$ cat config.mk
export PLATFORM = sky130hd
export DESIGN_NAME = tmds_channel_decoder
export DESIGN_NICKNAME = d
export VERILOG_FILES = /design/src/rtl/tmds_channel_decoder.sv
export SDC_FILE = /design/constraint.sdc
export NUM_CORES = 1
export LEC_CHECK = 0
export BUFFER_PORTS_ARGS = -buffer_cell sky130_fd_sc_hd__buf_2
export CAP_MARGIN = 20
export CORE_MARGIN = 5
export CORE_UTILIZATION = 55
export CTS_BUF_LIST = sky130_fd_sc_hd__clkbuf_16
export DETAILED_ROUTE_END_ITERATION = 8
export PLACE_DENSITY = 0.74
export SLEW_MARGIN = 20
export SYNTH_ARGS = -nofsm -noshare
export SYNTH_HDL_FRONTEND = slang
export SYNTH_SLANG_ARGS = --single-unit
$ cat constraint.sdc
create_clock -name clk_i -period 9.29 [get_ports clk_i]
set_clock_uncertainty 0.05 [all_clocks]
set_input_delay 0.4645 -clock clk_i [delete_from_list [all_inputs] [get_ports clk_i]]
set_output_delay 0.4645 -clock clk_i [all_outputs]
set_load 0.03 [all_outputs]
$ cat src/rtl/tmds_channel_decoder.sv
// tmds_channel_decoder: one TMDS receive channel.
// Takes unaligned 10-bit deserializer words (bit 0 is first on the wire) and
// finds the word boundary by hunting for runs of control tokens. Once aligned,
// it decodes the 8-bit pixel data, the 2-bit control value and video-data-enable.
// All outputs are registered. From the edge that samples the first bit of a
// word to that word's decoded outputs is 3 clocks, at every bit offset.
// Optional feature: define TMDS_DEC_STATS_EN to add lock_loss_cnt_o, a
// saturating count of lock losses that only reset clears.

module tmds_channel_decoder #(
    parameter int TOKEN_RUN    = 8,
    parameter int SEARCH_WORDS = 2048,
    parameter int MAX_DATA_RUN = 2047
) (
    input  logic       clk_i,
    input  logic       rst_ni,
    input  logic [9:0] tmds_raw_i,
    output logic [7:0] data_o,
    output logic [1:0] ctl_o,
    output logic       vde_o,
    output logic       locked_o,
    output logic [3:0] bit_offset_o
`ifdef TMDS_DEC_STATS_EN
    ,
    output logic [7:0] lock_loss_cnt_o
`endif
);

    localparam int RUN_W  = (TOKEN_RUN    > 1) ? $clog2(TOKEN_RUN)    : 1;
    localparam int WORD_W = (SEARCH_WORDS > 1) ? $clog2(SEARCH_WORDS) : 1;
    localparam int DATA_W = (MAX_DATA_RUN > 1) ? $clog2(MAX_DATA_RUN) : 1;

    localparam logic [RUN_W-1:0]  RUN_LAST  = RUN_W'(TOKEN_RUN - 1);
    localparam logic [WORD_W-1:0] WORD_LAST = WORD_W'(SEARCH_WORDS - 1);
    localparam logic [DATA_W-1:0] DATA_LAST = DATA_W'(MAX_DATA_RUN - 1);

    typedef enum logic {
        ST_SEARCH = 1'b0,
        ST_LOCKED = 1'b1
    } state_e;

    state_e              state_q;
    logic [9:0]          raw_q;
    logic [9:0]          raw_qq;
    logic [3:0]          bit_offset_q;
    logic [RUN_W-1:0]    run_cnt_q;
    logic [WORD_W-1:0]   word_cnt_q;
    logic [DATA_W-1:0]   data_cnt_q;
    logic [7:0]          data_q;
    logic [1:0]          ctl_q;
    logic                vde_q;
    logic                locked_q;

    logic [18:0]         win;
    logic [9:0]          cand;
    logic                is_tok;
    logic [1:0]          tok_val;
    logic [7:0]          q_unmask;
    logic [7:0]          dec_data;
    logic [3:0]          bit_offset_inc;
    logic                lock_lost;

    // Two-word history: the older word sits in the low bits, so any 10-bit
    // slice starting at bit_offset is a contiguous run of wire bits.
    always_ff @(posedge clk_i or negedge rst_ni) begin
        if (!rst_ni) begin
            raw_q  <= '0;
            raw_qq <= '0;
        end else begin
            raw_q  <= tmds_raw_i;
            raw_qq <= raw_q;
        end
    end

    assign win = {raw_q[8:0], raw_qq};

    // Candidate word at the current bit offset.
    always_comb begin
        cand = win[9:0];
        case (bit_offset_q)
            4'd0:    cand = win[9:0];
            4'd1:    cand = win[10:1];
            4'd2:    cand = win[11:2];
            4'd3:    cand = win[12:3];
            4'd4:    cand = win[13:4];
            4'd5:    cand = win[14:5];
            4'd6:    cand = win[15:6];
            4'd7:    cand = win[16:7];
            4'd8:    cand = win[17:8];
            4'd9:    cand = win[18:9];
            default: cand = win[9:0];
        endcase
    end

    // Control token recognition; tokens have 7 transitions, data at most 5.
    always_comb begin
        is_tok  = 1'b0;
        tok_val = 2'b00;
        case (cand)
            10'b1101010100: begin is_tok = 1'b1; tok_val = 2'b00; end
            10'b0010101011: begin is_tok = 1'b1; tok_val = 2'b01; end
            10'b0101010100: begin is_tok = 1'b1; tok_val = 2'b10; end
            10'b1010101011: begin is_tok = 1'b1; tok_val = 2'b11; end
            default:        begin is_tok = 1'b0; tok_val = 2'b00; end
        endcase
    end

    // Undo the DC-balance inversion, then the XOR/XNOR transition chain.
    always_comb begin
        q_unmask = cand[9] ? ~cand[7:0] : cand[7:0];
        dec_data = '0;
        dec_data[0] = q_unmask[0];
        for (int i = 1; i < 8; i++) begin
            dec_data[i] = cand[8] ? (q_unmask[i] ^ q_unmask[i-1])
                                  : ~(q_unmask[i] ^ q_unmask[i-1]);
        end
    end

    assign bit_offset_inc = (bit_offset_q == 4'd9) ? 4'd0 : bit_offset_q + 4'd1;
    assign lock_lost      = (state_q == ST_LOCKED) && !is_tok && (data_cnt_q == DATA_LAST);

    // Alignment FSM with its counters and registered outputs.
    always_ff @(posedge clk_i or negedge rst_ni) begin
        if (!rst_ni) begin
            state_q      <= ST_SEARCH;
            bit_offset_q <= '0;
            run_cnt_q    <= '0;
            word_cnt_q   <= '0;
            data_cnt_q   <= '0;
            data_q       <= '0;
            ctl_q        <= '0;
            vde_q        <= 1'b0;
            locked_q     <= 1'b0;
        end else begin
            case (state_q)
                ST_SEARCH: begin
                    data_q     <= '0;
                    vde_q      <= 1'b0;
                    ctl_q      <= '0;
                    word_cnt_q <= word_cnt_q + WORD_W'(1);
                    run_cnt_q  <= is_tok ? run_cnt_q + RUN_W'(1) : '0;
                    // Lock takes priority over stepping the offset.
                    if (is_tok && (run_cnt_q == RUN_LAST)) begin
                        state_q    <= ST_LOCKED;
                        locked_q   <= 1'b1;
                        run_cnt_q  <= '0;
                        word_cnt_q <= '0;
                        data_cnt_q <= '0;
                    end else if (word_cnt_q == WORD_LAST) begin
                        bit_offset_q <= bit_offset_inc;
                        run_cnt_q    <= '0;
                        word_cnt_q   <= '0;
                    end
                end
                ST_LOCKED: begin
                    if (is_tok) begin
                        vde_q      <= 1'b0;
                        ctl_q      <= tok_val;
                        data_cnt_q <= '0;
                    end else if (lock_lost) begin
                        // Too long without a token: this offset is wrong.
                        state_q      <= ST_SEARCH;
                        locked_q     <= 1'b0;
                        data_q       <= '0;
                        vde_q        <= 1'b0;
                        ctl_q        <= '0;
                        bit_offset_q <= bit_offset_inc;
                        data_cnt_q   <= '0;
                    end else begin
                        vde_q      <= 1'b1;
                        data_q     <= dec_data;
                        data_cnt_q <= data_cnt_q + DATA_W'(1);
                    end
                end
                default: begin
                    state_q  <= ST_SEARCH;
                    locked_q <= 1'b0;
                end
            endcase
        end
    end

`ifdef TMDS_DEC_STATS_EN
    logic [7:0] lock_loss_cnt_q;

    // Saturating count of LOCKED->SEARCH transitions.
    always_ff @(posedge clk_i or negedge rst_ni) begin
        if (!rst_ni) begin
            lock_loss_cnt_q <= '0;
        end else if (lock_lost && (lock_loss_cnt_q != 8'hFF)) begin
            lock_loss_cnt_q <= lock_loss_cnt_q + 8'd1;
        end
    end

    assign lock_loss_cnt_o = lock_loss_cnt_q;
`endif

    assign data_o       = data_q;
    assign ctl_o        = ctl_q;
    assign vde_o        = vde_q;
    assign locked_o     = locked_q;
    assign bit_offset_o = bit_offset_q;

endmodule
=== Word-level counts from Yosys, hierarchy flattened ===
Cells that the tools add are included.

* Multiplexer cells: 42
* $add $sub $neg: 4
* Reductions and logical operators: 7
* Bitwise operators: 16
* Equality and inequality tests: 22

{| class="wikitable"
|+ Operator list
! cell !! count
|-
| 10-bit one-hot mux with 9 select lines || 1
|-
| 11-bit 2-to-1 mux || 5
|-
| 8-bit 2-to-1 mux || 3
|-
| 11-bit by 1-bit adder with 11-bit output, second input constant || 2
|-
| 11-bit equality test, second input constant || 2
|-
| 11-bit one-hot mux with 2 select lines || 1
|-
| 10-bit equality test, second input constant || 2
|-
| 4-bit 2-to-1 mux || 5
|-
| 4-bit by 3-bit equality test with 1-bit output, second input constant || 4
|-
| 8-bit one-hot mux with 2 select lines || 1
|-
| 1-bit 2-to-1 mux || 15
|-
| 10-bit by 8-bit equality test with 1-bit output, second input constant || 1
|-
| 10-bit by 9-bit equality test with 1-bit output, second input constant || 1
|-
| 3-bit 2-to-1 mux || 3
|-
| 4-bit by 2-bit equality test with 1-bit output, second input constant || 2
|-
| 4-bit equality test, second input constant || 2
|-
| 2-bit inequality test, second input constant || 4
|-
| 1-bit inverter || 8
|-
| 8-bit inverter || 1
|-
| 4-bit one-hot mux with 2 select lines || 1
|-
| 1-bit bitwise XOR || 7
|-
| 1-bit one-hot mux with 2 select lines || 3
|-
| 2-bit one-hot mux with 3 select lines || 1
|-
| 4-bit by 1-bit adder with 4-bit output, second input constant || 1
|-
| other kinds (12) || 15
|}

* Input bits: 12
* Register bits after elaboration: 62
* Output and inout bits: 16
* Logic and storage cells: 102

=== Logic depth before layout (Yosys ltp) ===
* Depth after elaboration: 11
* Mapped depth: 17
* Gate-level depth less buffers: 13

=== Worst setup path after synthesis ===
No wires, ideal clock.

* Path kind: register to register
* Start: register bit_offset_q[1] (netlist: bit_offset_o[1])
* End: register bit_offset_q[1] (netlist: bit_offset_o[1])
* Path buffers: 4
* Stages on the path, launching flop included: 16
* Setup time: 0.128 ns
* Slack: 5.832 ns
* Data arrival time: 3.280 ns
* Cells stage by stage: dfrtp_1 > buf_2 > buf_2 > buf_2 > clkbuf_1 > nand2_1 > o21ai_0 > a22oi_1 > nand3_1 > inv_1 > ha_1 > nand4_1 > mux2i_4 > a211oi_2 > o21a_1 > mux2_1

* Longest elaborated chain between the ends: 10
* Elaborated cells between the ends (all ways): 31
* Those cells by class: add/sub: 1; eq/ne: 16; mux: 8; reduce/logical: 6

{| class="wikitable"
|+ RTL lines
! element !! line !! text
|-
| start, declared || 45 || <nowiki>logic [3:0] bit_offset_q;</nowiki>
|-
| start signal, assigned || 150 || <nowiki>bit_offset_q <= bit_offset_inc;</nowiki>
|-
| start signal, assigned || 167 || <nowiki>bit_offset_q <= bit_offset_inc;</nowiki>
|-
| 4-bit equality test (tied with other cells) || 80, 119 ||
|-
| 10-bit one-hot mux with 9 select lines || 80 || <nowiki>case (bit_offset_q)</nowiki>
|-
| 10-bit equality test (tied with other cells) || 99 || <nowiki>case (cand)</nowiki>
|-
| 4-bit OR reduction (no source line) || -- ||
|-
| 1-bit 2-to-1 mux || 99 ||
|-
| 1-bit logical NOT || 120 || <nowiki>assign lock_lost = (state_q == ST_LOCKED) && !is_tok && (data_cnt_q == DATA_LAST);</nowiki>
|-
| 1-bit logical AND (2 in series) || 120 ||
|-
| 2-bit by 1-bit inequality test with 1-bit output (no source line) || -- ||
|-
| 4-bit AND reduction (no source line) || -- ||
|}

Parallel ways exist; a longest one is shown, timed or not. The select of a mux whose other input is x is not followed.
A chain may end at the register's enable or synchronous reset.

=== Worst setup path in the final report ===
* Start: register bit_offset_q[2] (netlist: bit_offset_o[2])
* End: register word_cnt_q[8]

* Longest elaborated chain between the ends: 7
* Elaborated cells between the ends (all ways): 18
* Those cells by class: eq/ne: 13; mux: 3; reduce/logical: 2

{| class="wikitable"
|+ RTL lines
! element !! line !! text
|-
| 4-bit equality test (tied with other cells) || 80 ||
|-
| 10-bit one-hot mux with 9 select lines (*) || 80 ||
|-
| 10-bit equality test (tied with other cells) || 99 ||
|-
| 4-bit OR reduction (no source line) (*) || -- ||
|-
| 1-bit 2-to-1 mux (*) || 99 ||
|-
| 1-bit logical AND (*) || 143 || <nowiki>if (is_tok && (run_cnt_q == RUN_LAST)) begin</nowiki>
|-
| 11-bit 2-to-1 mux (*) || 143 ||
|-
| end signal, assigned || 140 || <nowiki>word_cnt_q <= word_cnt_q + WORD_W'(1);</nowiki>
|-
| end, declared || 47 || <nowiki>logic [WORD_W-1:0] word_cnt_q;</nowiki>
|}

Mark *: on every way between the ends. The rest lies on a longest branch, timed or not.

==> flow_summary.toml <==
[route]
vias = 3138
firstDrtPassIters = 7
wl_per_cell_um = 17.3
postRouteAntennaNets = 0
avgViaCountPerCell = 6.25
drtIter0Drc = 287
wl_mm = 8.69
drc = 0

[final_layout]
design_area_um2 = 4190
multiInputGateArea_um2 = 1990
drive_above_1_share = 0.152
fin_util = 0.624
final_cell_mix = "dfrtp_1 (62), nand2_1 (40), buf_2 (27)"
area_growth_pct = 11.6
n_antenna_cell = 0
final_nets = 443
final_common_cell = "dfrtp_1"
seq_area_um2 = 1550
fill_cells = 543

[die]
core_area_um2 = 6720
fp.dieH_um = 92.6
fp.dieW_um = 92.6
num_io_pins = 28
std_cell_rows = 30
start_util = 0.559
die_area_um2 = 8580

[sta]
rsz0062_at_grt = "false"
finalSetupViolCount = 0
holdWs_ns = 0.184
hold_viol = 0
max_clock_freq_ghz = 0.247
maxSlewHeadroom = 0.359
period_needed_ns = 4.04
period_share = 0.435
final_max_slew_viol_count = 0
worst_pin_slew_ns = 0.961
tns_ns = 0

[logic_synthesis]
ys.warnings.count = 0
async_reset_ff_frac = 1.00
synth-edff-count = 0
syn_area_per_cell_um2 = 9.37
yosys_register_bits = 62
synth_top_area_frac = 0.413
syn_area_um2 = 3760
synthCells = 401
yosysTopAreaCell = "dfrtp_1"
ys_seq_area_frac = 0.413
syn-num-nets = 426
post_synth_num_cell_types = 61
ys_top_cells_by_area = "dfrtp_1 (41%), ha_1 (4.3%), nand2_1 (4.0%)"
synthFlopType = "dfrtp_1"

[global_routing]
overflow = 0
grt_usage = 0.215
antenna_found_initial = 0
grt_pass1_vias = 3085
grt_first_pass_wirelength_mm = 14.7
grt_max_degree = 63

[clocking]
path_clk_slew_ns = 0.06
cts_tree = "yes"
cts_sinks = 62
insertion_delay_ns = 0.33
cts.repair.resized = 0
post_cts_buffers = 0
cts-hold-fix-buffers = 0
cts_root_buffer = "clkbuf_16"
clk_path_buf_depth = 2
htree_levels = 3
numCtsBuffers = 9

[run]
cap_violations = 0

[power]
power.leakage_uw = 0.00185
power_density_nw_per_um2 = 157
ir_worst_vdd_v = 0.000109

[setup_path]
worst_ep_arrival_time_ns = 4.23
cp_max_fo = 32
cp.required_ns = 9.47
path_class = "flip-flop to flip-flop"
cp-end-kind = "flip-flop"
critPathLaunchType = "flip-flop"

[hold_path]
hp-class = "primary input to flip-flop"

[place]
placed_cell_area_um2 = 3880
globalplace.congestion = 1.01
port_buffers = 27
hpwl_mm = 5.86

[outcome]
outcome = "completed"
## layout make-up
| class | instances | share of cell area |
|---|---|---|
| multi-input combinational | 294 | 0.476 |
| timing repair buffer | 31 | 0.0394 |
| tap | 80 | 0.0239 |
| clock buffer | 9 | 0.0537 |
| clock inverter | 6 | 0.0191 |
| sequential | 62 | 0.370 |
| inverter | 20 | 0.0179 |
## cell usage after synthesis, types with 3 or more instances
cell type	count
mux2_2	5
nor2_1	26
xnor2_1	7
a222oi_1	3
dfrtp_1	62
a22o_1	14
a221oi_1	3
mux2i_1	7
nor3_1	5
o31ai_1	3
nand2_1	40
a211oi_1	4
and3_1	3
buf_1	3
o21ai_0	24
inv_1	19
a32oi_1	7
clkbuf_1	8
o211ai_1	4
a21o_1	3
or3_1	4
nand4_1	5
and4_1	3
nand3b_1	4
a21oi_1	14
nor2b_1	10
o21ai_1	10
nand3_1	14
buf_6	5
buf_2	9
a22oi_1	7
a31oi_1	7
xor2_1	7
ha_1	13
and2_1	4
## logic make-up (layout without fill, tap and decap cells)
logic type                 count (synthesis)  after routing  share of synthesized area
buffers and inverters                     45             66                     0.0580
muxes                                     14             14                     0.0426
xor gates and xnor gates                  14             14                     0.0326
and+or+nand+nor                          130            130                      0.176
AOI/OAI and AO/OA                        123            123                      0.235
adders and majority gates                 13             13                     0.0433
DFF                                       62             62                      0.413
## flip-flops by register name (all words and copies together), names as in the netlist
register	flops
data_o	8
data_cnt_q	11
vde_o	1
state_q	1
raw_q	10
run_cnt_q	3
ctl_o	2
raw_qq	10
word_cnt_q	11
locked_o	1
bit_offset_o	4
## routing by layer
metal	GRT usage	routed length (um)
met5	0	0
met4	0.0928	258
met3	0.0617	622
met2	0.338	4120
met1	0.277	3690
## where the power goes
group	switching, uW	internal, uW
Sequential	7.87	275
Combinational	15.6	11.5
Clock	118	231
Total	142	517
## worst paths after layout
kind	startpoint	to	slack [ns]	depth (start not counted)
max	bit_offset_o[2]$_DFFE_PN0P_	word_cnt_q[8]$_DFFE_PN0N_	5.25	11
min	tmds_raw_i[5]	raw_q[5]$_DFF_PN0_	0.18	1
max reg2reg	bit_offset_o[2]$_DFFE_PN0P_	word_cnt_q[8]$_DFFE_PN0N_	5.25	11
min reg2reg	raw_q[9]$_DFF_PN0_	raw_qq[9]$_DFF_PN0_	0.30	0
max in group asynchronous	rst_ni	raw_qq[2]$_DFF_PN0_	8.45	2
min in group asynchronous	rst_ni	word_cnt_q[1]$_DFFE_PN0N_	0.22	2
## through the flow
stage / total power, uW / instances / worst slack (ns)
finish: 659 / 502 / 5.25
global route: 681 / 502 / 4.92
CTS: 664 / 502 / 5.20
detailed placement: 314 / 487 / 5.25
global placement: 314 / 487 / 5.40
floorplan: 300 / 401 / 5.83
## critical path, cell delays in order, from the launching register on
cell and delay, ns:
dfrtp_1 0.97, or4_4 0.28, nand2_1 0.21, a22o_1 0.30
a211oi_1 0.45, inv_1 0.10, ha_1 0.22, nand4_1 0.14
mux2i_4 0.18, a21oi_2 0.55, inv_1 0.22, o31ai_1 0.27
No activity file was read; power rests on OpenSTA's default activity.
